$ cat src/rtl/seven_seg_pkg.sv
// Shared constants for the multiplexed seven-segment driver: glyph table,
// segment bit positions and "all off" patterns.
package seven_seg_pkg;

  localparam int unsigned SEG_A  = 0;
  localparam int unsigned SEG_B  = 1;
  localparam int unsigned SEG_C  = 2;
  localparam int unsigned SEG_D  = 3;
  localparam int unsigned SEG_E  = 4;
  localparam int unsigned SEG_F  = 5;
  localparam int unsigned SEG_G  = 6;
  localparam int unsigned SEG_DP = 7;

  // Active-high {dp,g,f,e,d,c,b,a}; dp is always clear in the table.
  localparam logic [7:0] SEG_GLYPH [16] = '{
    8'h3F, 8'h06, 8'h5B, 8'h4F, 8'h66, 8'h6D, 8'h7D, 8'h07,
    8'h7F, 8'h6F, 8'h77, 8'h7C, 8'h39, 8'h5E, 8'h79, 8'h71
  };

  localparam logic [7:0] SEG_OFF_AH = 8'h00;
  localparam logic [7:0] SEG_OFF_AL = 8'hFF;

endpackage

$ cat src/rtl/seven_seg_decode.sv
// Combinational hex-to-segment decoder; output is active-high, polarity is
// applied by the parent.
module seven_seg_decode
  import seven_seg_pkg::*;
(
  input  logic [3:0] i_nib,
  input  logic       i_dp,
  output logic [7:0] o_seg
);

  always_comb begin
    o_seg         = SEG_GLYPH[i_nib];
    o_seg[SEG_DP] = i_dp;
  end

endmodule

$ cat src/rtl/seven_seg_mux.sv
// Time-multiplexed N-digit seven-segment driver with per-slot anode blanking.
// Optional leading-zero blanking is enabled by defining SEVEN_SEG_LZB_EN.
module seven_seg_mux
  import seven_seg_pkg::*;
#(
  parameter int unsigned N_DIGITS       = 4,
  parameter int unsigned REFRESH_DIV    = 50000,
  parameter int unsigned BLANK_CYC      = 500,
  parameter bit          SEG_ACTIVE_LOW = 1'b1,
  parameter bit          AN_ACTIVE_LOW  = 1'b1
) (
  input  logic                    i_clk,
  input  logic                    i_reset_n,
  input  logic [4*N_DIGITS-1:0]   i_hex,
  input  logic [N_DIGITS-1:0]     i_dp,
  input  logic [N_DIGITS-1:0]     i_digit_en,
  output logic [7:0]              o_sseg,
  output logic [N_DIGITS-1:0]     o_an,
  output logic                    o_frame_start
);

  localparam int unsigned CNT_W = $clog2(REFRESH_DIV);
  localparam int unsigned IDX_W = (N_DIGITS > 1) ? $clog2(N_DIGITS) : 1;
  localparam logic [7:0] SEG_OFF = SEG_ACTIVE_LOW ? SEG_OFF_AL : SEG_OFF_AH;
  localparam logic [N_DIGITS-1:0] AN_OFF = {N_DIGITS{AN_ACTIVE_LOW}};

  logic [CNT_W-1:0]      r_cnt, w_cnt_d;
  logic [IDX_W-1:0]      r_idx, w_idx_d;
  logic [4*N_DIGITS-1:0] r_hex;
  logic [N_DIGITS-1:0]   r_dp, r_en;
  logic                  r_loaded;
  logic [7:0]            r_sseg, w_sseg_d;
  logic [N_DIGITS-1:0]   r_an, w_an_d;
  logic                  r_frame_start;

  logic                  w_wrap, w_last, w_load, w_blank;
  logic [N_DIGITS-1:0]   w_en_eff, w_sel;
  logic [3:0]            w_nib;
  logic [7:0]            w_seg_ah;

  assign w_wrap  = (r_cnt == CNT_W'(REFRESH_DIV - 1));
  assign w_last  = (r_idx == IDX_W'(N_DIGITS - 1));
  assign w_load  = w_wrap && w_last;
  // Nothing is displayed until the first shadow load after reset.
  assign w_blank = (r_cnt < CNT_W'(BLANK_CYC)) || !r_loaded;

  always_comb begin
    w_cnt_d = w_wrap ? '0 : r_cnt + CNT_W'(1);
    w_idx_d = r_idx;
    if (w_wrap) w_idx_d = w_last ? '0 : r_idx + IDX_W'(1);
  end

`ifdef SEVEN_SEG_LZB_EN
  // A zero digit without dp is suppressed while everything above it is dark.
  always_comb begin
    logic w_dark_above;
    w_en_eff     = r_en;
    w_dark_above = 1'b1;
    for (int i = int'(N_DIGITS) - 1; i > 0; i--) begin
      if (w_dark_above && (r_hex[4*i +: 4] == 4'h0) && !r_dp[i]) w_en_eff[i] = 1'b0;
      w_dark_above = w_dark_above && !w_en_eff[i];
    end
  end
`else
  assign w_en_eff = r_en;
`endif

  assign w_nib = r_hex[{r_idx, 2'b00} +: 4];

  seven_seg_decode u_decode (
    .i_nib (w_nib),
    .i_dp  (r_dp[r_idx]),
    .o_seg (w_seg_ah)
  );

  always_comb begin
    w_sel        = '0;
    w_sel[r_idx] = 1'b1;
  end

  always_comb begin
    w_an_d   = AN_OFF;
    w_sseg_d = SEG_OFF;
    if (!w_blank) begin
      w_an_d = AN_ACTIVE_LOW ? ~w_sel : w_sel;
      if (w_en_eff[r_idx]) w_sseg_d = SEG_ACTIVE_LOW ? ~w_seg_ah : w_seg_ah;
    end
  end

  always_ff @(posedge i_clk) begin
    if (!i_reset_n) begin
      r_cnt         <= '0;
      r_idx         <= '0;
      r_hex         <= '0;
      r_dp          <= '0;
      r_en          <= '0;
      r_loaded      <= 1'b0;
      r_sseg        <= SEG_OFF;
      r_an          <= AN_OFF;
      r_frame_start <= 1'b0;
    end else begin
      r_cnt         <= w_cnt_d;
      r_idx         <= w_idx_d;
      r_sseg        <= w_sseg_d;
      r_an          <= w_an_d;
      r_frame_start <= w_load;
      if (w_load) begin
        r_hex    <= i_hex;
        r_dp     <= i_dp;
        r_en     <= i_digit_en;
        r_loaded <= 1'b1;
      end
    end
  end

  assign o_sseg        = r_sseg;
  assign o_an          = r_an;
  assign o_frame_start = r_frame_start;

endmodule
$ cat config.mk
export PLATFORM = sky130hd
export DESIGN_NAME = seven_seg_mux
export DESIGN_NICKNAME = d
export VERILOG_FILES = /design/src/rtl/seven_seg_pkg.sv /design/src/rtl/seven_seg_decode.sv /design/src/rtl/seven_seg_mux.sv
export SDC_FILE = /design/constraint.sdc
export NUM_CORES = 1
export LEC_CHECK = 0
export CORE_ASPECT_RATIO = 1.25
export CORE_MARGIN = 1
export CORE_UTILIZATION = 57
export CTS_BUF_LIST = sky130_fd_sc_hd__clkbuf_16
export CTS_CLUSTER_SIZE = 24
export DETAILED_ROUTE_END_ITERATION = 8
export PLACE_DENSITY_LB_ADDON = 0.25
export SLEW_MARGIN = 30
export SYNTH_ARGS = -nofsm -noshare
export SYNTH_HDL_FRONTEND = slang
export SYNTH_SLANG_ARGS = --single-unit
export TNS_END_PERCENT = 30
$ cat constraint.sdc
create_clock -name i_clk -period 4.4 [get_ports i_clk]
set_clock_uncertainty 0.2 [all_clocks]
set_input_delay 0.44 -clock i_clk [delete_from_list [all_inputs] [get_ports i_clk]]
set_output_delay 0.44 -clock i_clk [all_outputs]
set_load 0.05 [all_outputs]
==> results of run 1 <==
[layer usage]
metal | global-route usage (%) | vias up | routed length (um)
met4 | 7.56 | 0 | 65
met5 | 0 | - | 0
met1 | 29.6 | 848 | 2040
li1 | - | 891 | -
met2 | 33.7 | 35 | 2220
met3 | 5.60 | 7 | 131
[placed cells by master, fill, tap and decap left out, types with 4 or more instances in the layout]
master	n
nand2_1	16
nor2_1	16
clkbuf_16	5
xnor2_1	10
xor2_1	7
inv_1	10
nor4_1	4
dfxtp_1	56
ha_1	11
a22o_1	24
clkdlybuf4s50_1	38
nand3_1	5
mux4_1	4
[power by group through the flow]
stage          sequential [mW]  combinational [mW]  clock (mW)
5_1_grt                  0.511              0.0368       0.464
2_1_floorplan            0.522              0.0108           0
3_3_place_gp             0.522              0.0333           0
3_5_place_dp             0.522              0.0339           0
4_1_cts                  0.511              0.0343       0.444
6_report                 0.511              0.0339       0.436
[worst min path at each step]
stage	startpoint	end	slack, ns	depth (start not counted)
after floorplan	r_cnt[0]	r_cnt[0]	0.22	1
after global placement	r_cnt[0]	r_cnt[0]	0.23	1
after detailed placement	r_cnt[0]	r_cnt[0]	0.25	1
after CTS	r_cnt[0]	r_cnt[0]	0.26	1
after global routing	r_en[1]	r_en[1]	0.30	1
final	r_cnt[0]	r_cnt[0]	0.26	1
[cell families (layout without fill, tap and decap cells)]
logic type,Yosys count,after routing
muxes,10,10
buffers and inverters,21,57
xor gates and xnor gates,17,17
AOI/OAI and AO/OA,42,42
adders and majority gates,11,11
and+or+nand+nor,68,68
DFF,56,56
[per-stage QoR]
step	cell area [sq um]	setup WS, ns	total power, mW	cells	hold slack (ns)
after floorplan	2510	2.24	0.533	225	0.218
after global placement	2870	2.00	0.556	308	0.231
after detailed placement	2870	1.93	0.556	308	0.250
after CTS	3030	1.92	0.989	316	0.263
after global routing	3040	1.75	1.01	317	0.299
final	3040	1.91	0.980	317	0.258
[cell type report]
cell class | instances | area (sq um)
flip-flops and latches | 56 | 1120
clock inverters | 3 | 37.5
fillers | 314 | 1120
clock buffers | 5 | 125
multi-input cells | 148 | 1260
repair buffers | 39 | 395
well taps | 56 | 70.1
inverters | 10 | 37.5
[flip-flops by register name, indices dropped and copies added, names as in the netlist]
name           count
r_cnt             16
r_hex             16
o_frame_start      1
r_idx              2
o_an               4
r_loaded           1
r_en               4
o_sseg             8
r_dp               4
==> flow_summary.ini, run 1 <==
[clocking]
cts_setup_buffers = 0
cts_resized = 0
hold_buffers = 0
clockBufferDepth = 2
clock_latency_ns = 0.29
cts_tree = built
clock_root_cell = clkbuf_16
clock_input_transition_at_the_sequential_cells_of_the_worst_setup_and_hold_paths_ns = 0.07
htree_num_levels = 2
cts.sink_count = 56
cts_inserted_buffers = 5

[yosys]
fraction_of_synthesized_cell_area_in_xor_and_xnor_cells_pct = 5.93
combined_area_of_all_synthesized_cells_sq_um = 2510
synthFlopType = dfxtp_1
seq_area_frac_synth_pct = 44.7
mappedNetlistNets = 262
post-synth-top-count-cell = dfxtp_1
postSynth.asyncResetShare_pct = 0
post_synth_simple_gate_area_pct = 16.0
synth_compound_gate_area_share_pct = 14.4
synth_mux_area_share_pct = 8.33
netlist_instances = 225
synth.area.top_cells = dfxtp_1 (45%), a22o_1 (8.4%), ha_1 (5.5%)
postSynthRegisterBits = 56
synth_area_per_cell_sq_um = 11.2
synth_largest_type_area_fraction_pct = 44.7
combinational_family_with_the_most_area_after_synthesis = simple AND/OR/NAND/NOR gates
netlist_top_cells_count = dfxtp_1 (56), a22o_1 (24), nand2_1 (16), nor2_1 (16), ha_1 (11)
yosysWarnings = 0
number_of_synthesized_flops_with_an_enable_pin = 0
post_synth_num_cell_types = 49
post_synth_fa_ha_maj_area_fraction_pct = 5.48
synth_largest_area_cell = dfxtp_1

[critical_path]
cp-start-kind = register
reg2reg_depth = 5
reg2reg_from = r_idx[0]
critical-path-top-delay-family = multiplexers
cp_slowest_stage_delay_ns = 0.69
path_cells = mux4_1, ha_1, or2_2, a21oi_1, o21ai_0
crit_start = r_idx[0]
regToRegEndpoint = o_sseg[3]
cp_max_fo = 10
critical_path.endpoint = o_sseg[3]
timing.critical_path.required_ns = 4.35
worst_path_buffer_plus_inverter_count = 0
timing_worst_setup_path_type = reg2reg
worst-r2r-setup-slack_ns = 1.91
critical-path-slowest-cell = mux4_1
cp-end-kind = register
critical_path_at_ns = 2.44
total_number_of_cells_along_the_worst_setup_path = 5

[placement]
count_of_input_and_output_buffers = 38
routabilityCongestion = 0.826
place_hpwl_mm = 3.09

[power_and_ir_drop]
share_seq_of_total_power_pct = 52.1
power_per_cell_area_nw_per_um2 = 322
clockPowerShare_pct = 44.4
ir_worst_vdd_mv = 0.210
switching_share_pct = 18.8
p_leak_nw = 1.17
combPwrFrac_pct = 3.5
p_sw_uw = 185
power.internal_uw = 796

[sta]
grt_setup_unrepaired = false
timing.slew.headroom_pct = 65.5
setup-violations-final = 0
timing_max_transition_violations_final = 0
timing.final.crit_share_pct = 56.5
clock.fmax_mhz = 402
worst-slew-pin-transition_ns = 0.516
timing_hold_violations_final = 0
shortest_period_the_worst_path_allows_ns = 2.49
setup-tns-final_ns = 0

[die]
die-area_sq_um = 4670
die_x_um = 61.4
rows = 26
chipHeight_um = 76.2
start_util_pct = 60.3
io-pin-count = 39
core_area_sq_um = 4160

[cells_and_area]
n_antenna_cell = 0
drive_above_1_share_pct = 8.81
final_core_utilization_pct = 73.1
layout.nets = 297
area_delta_synth_final_pct = 21.3

[grt]
antenna_found_initial = 0
grt_max_degree = 27
grt_util_all_layers_pct = 21.9
number_of_global_route_vias_before_repair = 1700
gr_overflow_total = 0
grt_first_pass_wirelength_mm = 7.80

[route]
post_drt_wl_per_cell_um = 14.1
dr.pass1.iters = 4
route.antenna.remaining_nets = 0
totalWireLength_mm = 4.46
via_count = 1781
routed_via_density = 5.62
remaining_design_rule_violation_count = 0
drtIter0Drc = 103

[min_path]
min_path_type = reg2reg

[outcome]
result_of_the_run = finished clean

[job]
drv_cap = 0
Note: power is estimated with default switching activity, not from simulation.
==> run 2: changes to the inputs <==
CORE_UTILIZATION = 48   (was 57)
clock period = 2.2 ns   (was 4.4 ns; I/O delays follow)
==> flow_summary.ini, run 2 (synthesis results as in run 1) <==
[outcome]
result_of_the_run = finished clean

[job]
drv_cap = 0

[sta]
clock.fmax_mhz = 484
timing.final.crit_share_pct = 93.9
setup-violations-final = 0
worst-slew-pin-transition_ns = 0.500
setup-tns-final_ns = 0
timing_max_transition_violations_final = 0
grt_setup_unrepaired = false
timing.slew.headroom_pct = 66.5
timing_hold_violations_final = 0
shortest_period_the_worst_path_allows_ns = 2.07

[die]
die_x_um = 66.7
chipHeight_um = 82.8
io-pin-count = 39
rows = 29
die-area_sq_um = 5520
core_area_sq_um = 5040
start_util_pct = 49.8

[critical_path]
cp-start-kind = register
critical_path_at_ns = 2.07
timing.critical_path.required_ns = 2.20
cp_slowest_stage_delay_ns = 0.63
cp_max_fo = 4
path_cells = mux4_1, inv_1, ha_1, buf_4, o22ai_1, o21ai_0
cp-end-kind = register
critical-path-top-delay-family = multiplexers
timing_worst_setup_path_type = reg2reg
critical-path-slowest-cell = mux4_1
worst_path_buffer_plus_inverter_count = 2

[cells_and_area]
layout.nets = 304
mostFrequentLayoutCells = dfxtp_1 (56), clkdlybuf4s50_1 (38), a22o_1 (24), nand2_1 (16), nor2_1 (16)
area_delta_synth_final_pct = 23.1
n_antenna_cell = 0
drive_above_1_share_pct = 11.9
final_common_cell = dfxtp_1
layout.filler_cells = 416

[grt]
number_of_global_route_vias_before_repair = 1692
gr-max-usage-layer = met2
grt.met1_usage_pct = 20.5
grt_first_pass_wirelength_mm = 7.47
gr_overflow_total = 0
met3_usage_pct = 4.67
antenna_found_initial = 0
met2_usage_pct = 29.6
grt_util_all_layers_pct = 17.5
grt_max_degree = 27

[power_and_ir_drop]
ir_worst_vdd_mv = 0.435
power_per_cell_area_nw_per_um2 = 611
fin_total_pwr_mw = 1.89
p_leak_nw = 1.19

[clocking]
cts_setup_buffers = 0
hold_buffers = 0
clock_latency_ns = 0.29
clock_input_transition_at_the_sequential_cells_of_the_worst_setup_and_hold_paths_ns = 0.07
cts_inserted_buffers = 5
cts_resized = 0
clockBufferDepth = 2
cts.sink_count = 56
htree_num_levels = 2
cts_tree = built
clock_root_cell = clkbuf_16

[min_path]
min_path_type = reg2reg

[placement]
count_of_input_and_output_buffers = 38
place_hpwl_mm = 3.24
routabilityCongestion = 0.784

[route]
via_count = 1772
remaining_design_rule_violation_count = 0
route.antenna.remaining_nets = 0
totalWireLength_mm = 4.37
drtIter0Drc = 74
dr.pass1.iters = 4
routed_via_density = 5.37
post_drt_wl_per_cell_um = 13.2
-- run 2: changes by cell type in the layout (fill, tap and decap cells not counted), sizes merged --
| cell | delta |
|---|---|
| buf | +7 |
| inv | +2 |
| bufinv | -1 |
| clkinv | -1 |
-- run 2: final cells by class --
type	instances	area, sq um	area share [%]
multi-input cells	148	1250	40.6
flip-flops and latches	56	1120	36.3
repair buffers	46	453	14.7
clock buffers	5	125	4.05
well taps	62	77.6	2.51
inverters	10	37.5	1.22
clock inverters	3	21.3	0.689
-- run 2: final timing paths --
| kind | slack [ns] | cells past startpoint | start | endpoint |
|---|---|---|---|---|
| worst max register to register | 0.13 | 6 | r_idx[0] | o_sseg[0] |
| worst min-delay path | 0.25 | 1 | r_cnt[0] | r_cnt[0] |
| worst max-delay path | 0.13 | 6 | r_idx[0] | o_sseg[0] |
| worst min register to register | 0.25 | 1 | r_cnt[0] | r_cnt[0] |
-- run 2: routing by layer --
metal,routed length (um),vias up
met4,87,0
li1,-,901
met2,2160,35
met5,0,-
met1,1990,828
met3,138,8
-- run 2: power by group --
part	total (mW)	leakage, nW	internal, mW	switching, mW
Combinational	0.0679	0.669	0.0455	0.0224
Sequential	1.02	0.452	1.02	0.00363
Clock	0.798	0.0722	0.427	0.371
-- run 2: per-stage QoR --
| stage | hold WS, ns | instance area, sq um | utilization, % | worst slack [ns] | instances |
|---|---|---|---|---|---|
| after floorplan | 0.134 | 2510 | - | 0.0362 | 225 |
| after global routing | 0.267 | 3090 | 61.3 | 0.0317 | 330 |
| after detailed placement | 0.242 | 2950 | 58.4 | 0.108 | 322 |
| final | 0.255 | 3090 | 61.3 | 0.135 | 330 |
| after global placement | 0.231 | 2950 | 58.4 | 0.128 | 322 |
| after CTS | 0.257 | 3090 | 61.3 | 0.0920 | 330 |
==> run 3: changes to the inputs <==
CORE_MARGIN = unset   (was 1)
GPL_ROUTABILITY_DRIVEN = 0   (was unset)
GPL_TIMING_DRIVEN = 0   (was unset)
==> flow_summary.ini, run 3 (synthesis results as in run 1) <==
[outcome]
result_of_the_run = finished clean

[grt]
gr_overflow_total = 0
met2_usage_pct = 30.4
met3_usage_pct = 3.71
grt.met1_usage_pct = 22.5
number_of_global_route_vias_before_repair = 1742
antenna_found_initial = 0
grt_util_all_layers_pct = 18.2
grt_first_pass_wirelength_mm = 7.82
grt_max_degree = 17
gr-max-usage-layer = met2

[sta]
timing_hold_violations_final = 0
layout_setup_ws_ns = 0.0820
setup-violations-final = 0
timing.final.crit_share_pct = 96.3
holdWs_ns = 0.258
timing_max_transition_violations_final = 0
worst-slew-pin-transition_ns = 0.493
shortest_period_the_worst_path_allows_ns = 2.12
clock.fmax_mhz = 472
setup-tns-final_ns = 0
timing.slew.headroom_pct = 67.0

[min_path]
holdPathEnd = r_cnt[0]
min_path_type = reg2reg
hold_path_startpoint = r_cnt[0]
holdPathStages = 1

[critical_path]
timing.critical_path.required_ns = 2.16
reg2reg_depth = 6
timing_worst_setup_path_type = reg2reg
reg2reg_from = r_idx[0]
worst-r2r-setup-slack_ns = 0.08
cp-start-kind = register
critical_path_at_ns = 2.08
cp_max_fo = 5
regToRegEndpoint = o_sseg[3]
cp-end-kind = register

[cells_and_area]
final_core_utilization_pct = 62.5
mostFrequentLayoutCells = dfxtp_1 (55), clkdlybuf4s50_1 (38), a22o_1 (24), nand2_1 (16), nor2_1 (16)
drive_above_1_share_pct = 15.0
final_area_sq_um = 3150
area_delta_synth_final_pct = 25.6
layout.nets = 309
layout.filler_cells = 425
n_antenna_cell = 0
final_common_cell = dfxtp_1

[clocking]
clockBufferDepth = 2
clock_root_cell = clkbuf_16
cts_tree = built
clock_latency_ns = 0.29
cts_inserted_buffers = 5
cts.sink_count = 56
clock_input_transition_at_the_sequential_cells_of_the_worst_setup_and_hold_paths_ns = 0.07
htree_num_levels = 2

[power_and_ir_drop]
p_leak_nw = 1.22
combPwrFrac_pct = 3.6
clockPowerShare_pct = 44.5
share_seq_of_total_power_pct = 51.9
power_per_cell_area_nw_per_um2 = 625
power.internal_mw = 1.60
ir_worst_vdd_mv = 0.525
switching_share_pct = 19.0
p_sw_uw = 374

[route]
dr.pass1.iters = 4
remaining_design_rule_violation_count = 0
routed_via_density = 5.32
route.antenna.remaining_nets = 0
totalWireLength_mm = 4.38
drtIter0Drc = 84
post_drt_wl_per_cell_um = 13.1
via_count = 1783

[die]
chipHeight_um = 82.8
io-pin-count = 39
die-area_sq_um = 5520
die_x_um = 66.7
rows = 29
core_area_sq_um = 5040
start_util_pct = 49.8

[placement]
preCtsSetupSlack_ns = -0.157
place_hpwl_mm = 3.24
cell_area_after_placement_sq_um = 2970
count_of_input_and_output_buffers = 38

[job]
drv_cap = 0
[run 3: cell type report]
type / count / area [sq um] / area share, %
tap: 62 / 77.6 / 2.46
clock inverter: 3 / 37.5 / 1.19
inverter: 10 / 37.5 / 1.19
sequential: 56 / 1120 / 35.6
buffer: 11 / 95.1 / 3.02
clock buffer: 5 / 125 / 3.97
timing repair buffer: 40 / 395 / 12.5
multi-input combinational: 148 / 1260 / 40.0
[run 3: metrics by stage]
step	cells	power, mW
detailed placement	325	1.12
floorplan	225	1.07
global placement	325	1.12
global route	335	2.03
CTS	335	1.99
finish	335	1.97
[run 3: power groups by stage]
stage,sequential [mW],combinational [mW],clock (mW)
final,1.02,0.0718,0.877
after CTS,1.02,0.0729,0.893
after floorplan,1.04,0.0216,0
after detailed placement,1.04,0.0727,0
after global routing,1.02,0.0788,0.934
after global placement,1.04,0.0724,0
[run 3: worst max path at each step]
stage                            to  slack (ns)  startpoint  depth (start not counted)
after floorplan           o_sseg[3]        0.04    r_idx[0]                          6
after global placement    o_sseg[3]       -0.13    r_idx[1]                          7
after detailed placement  o_sseg[3]       -0.16    r_idx[1]                          7
after CTS                 o_sseg[3]        0.04    r_idx[0]                          6
after global routing      o_sseg[3]      -0.006    r_idx[0]                          6
final                     o_sseg[3]        0.08    r_idx[0]                          6
[run 3: repair_timing]
item	in CTS	in global routing
hold buffers	0	0
endpoints found under the setup margin	5	3
pin swaps	0	0
buffers inserted	2	0
resized for setup	4	4
hold endpoints to repair	0	0
[run 3: layer usage]
layer  vias up  wire length (um)  share of wire (%)
met5         -                 0                  0
met2        35              2180                 50
li1        913                 -                  -
met1       829              2000                 46
met4         0                73                1.7
met3         6               121                2.8
[run 3: critical path: stages, from the launching register on]
cell and delay, ns:
dfxtp_2 0.35, buf_6 0.12, mux4_2 0.57, ha_4 0.21, or2_2 0.30, a21oi_1 0.14
o21ai_0 0.09
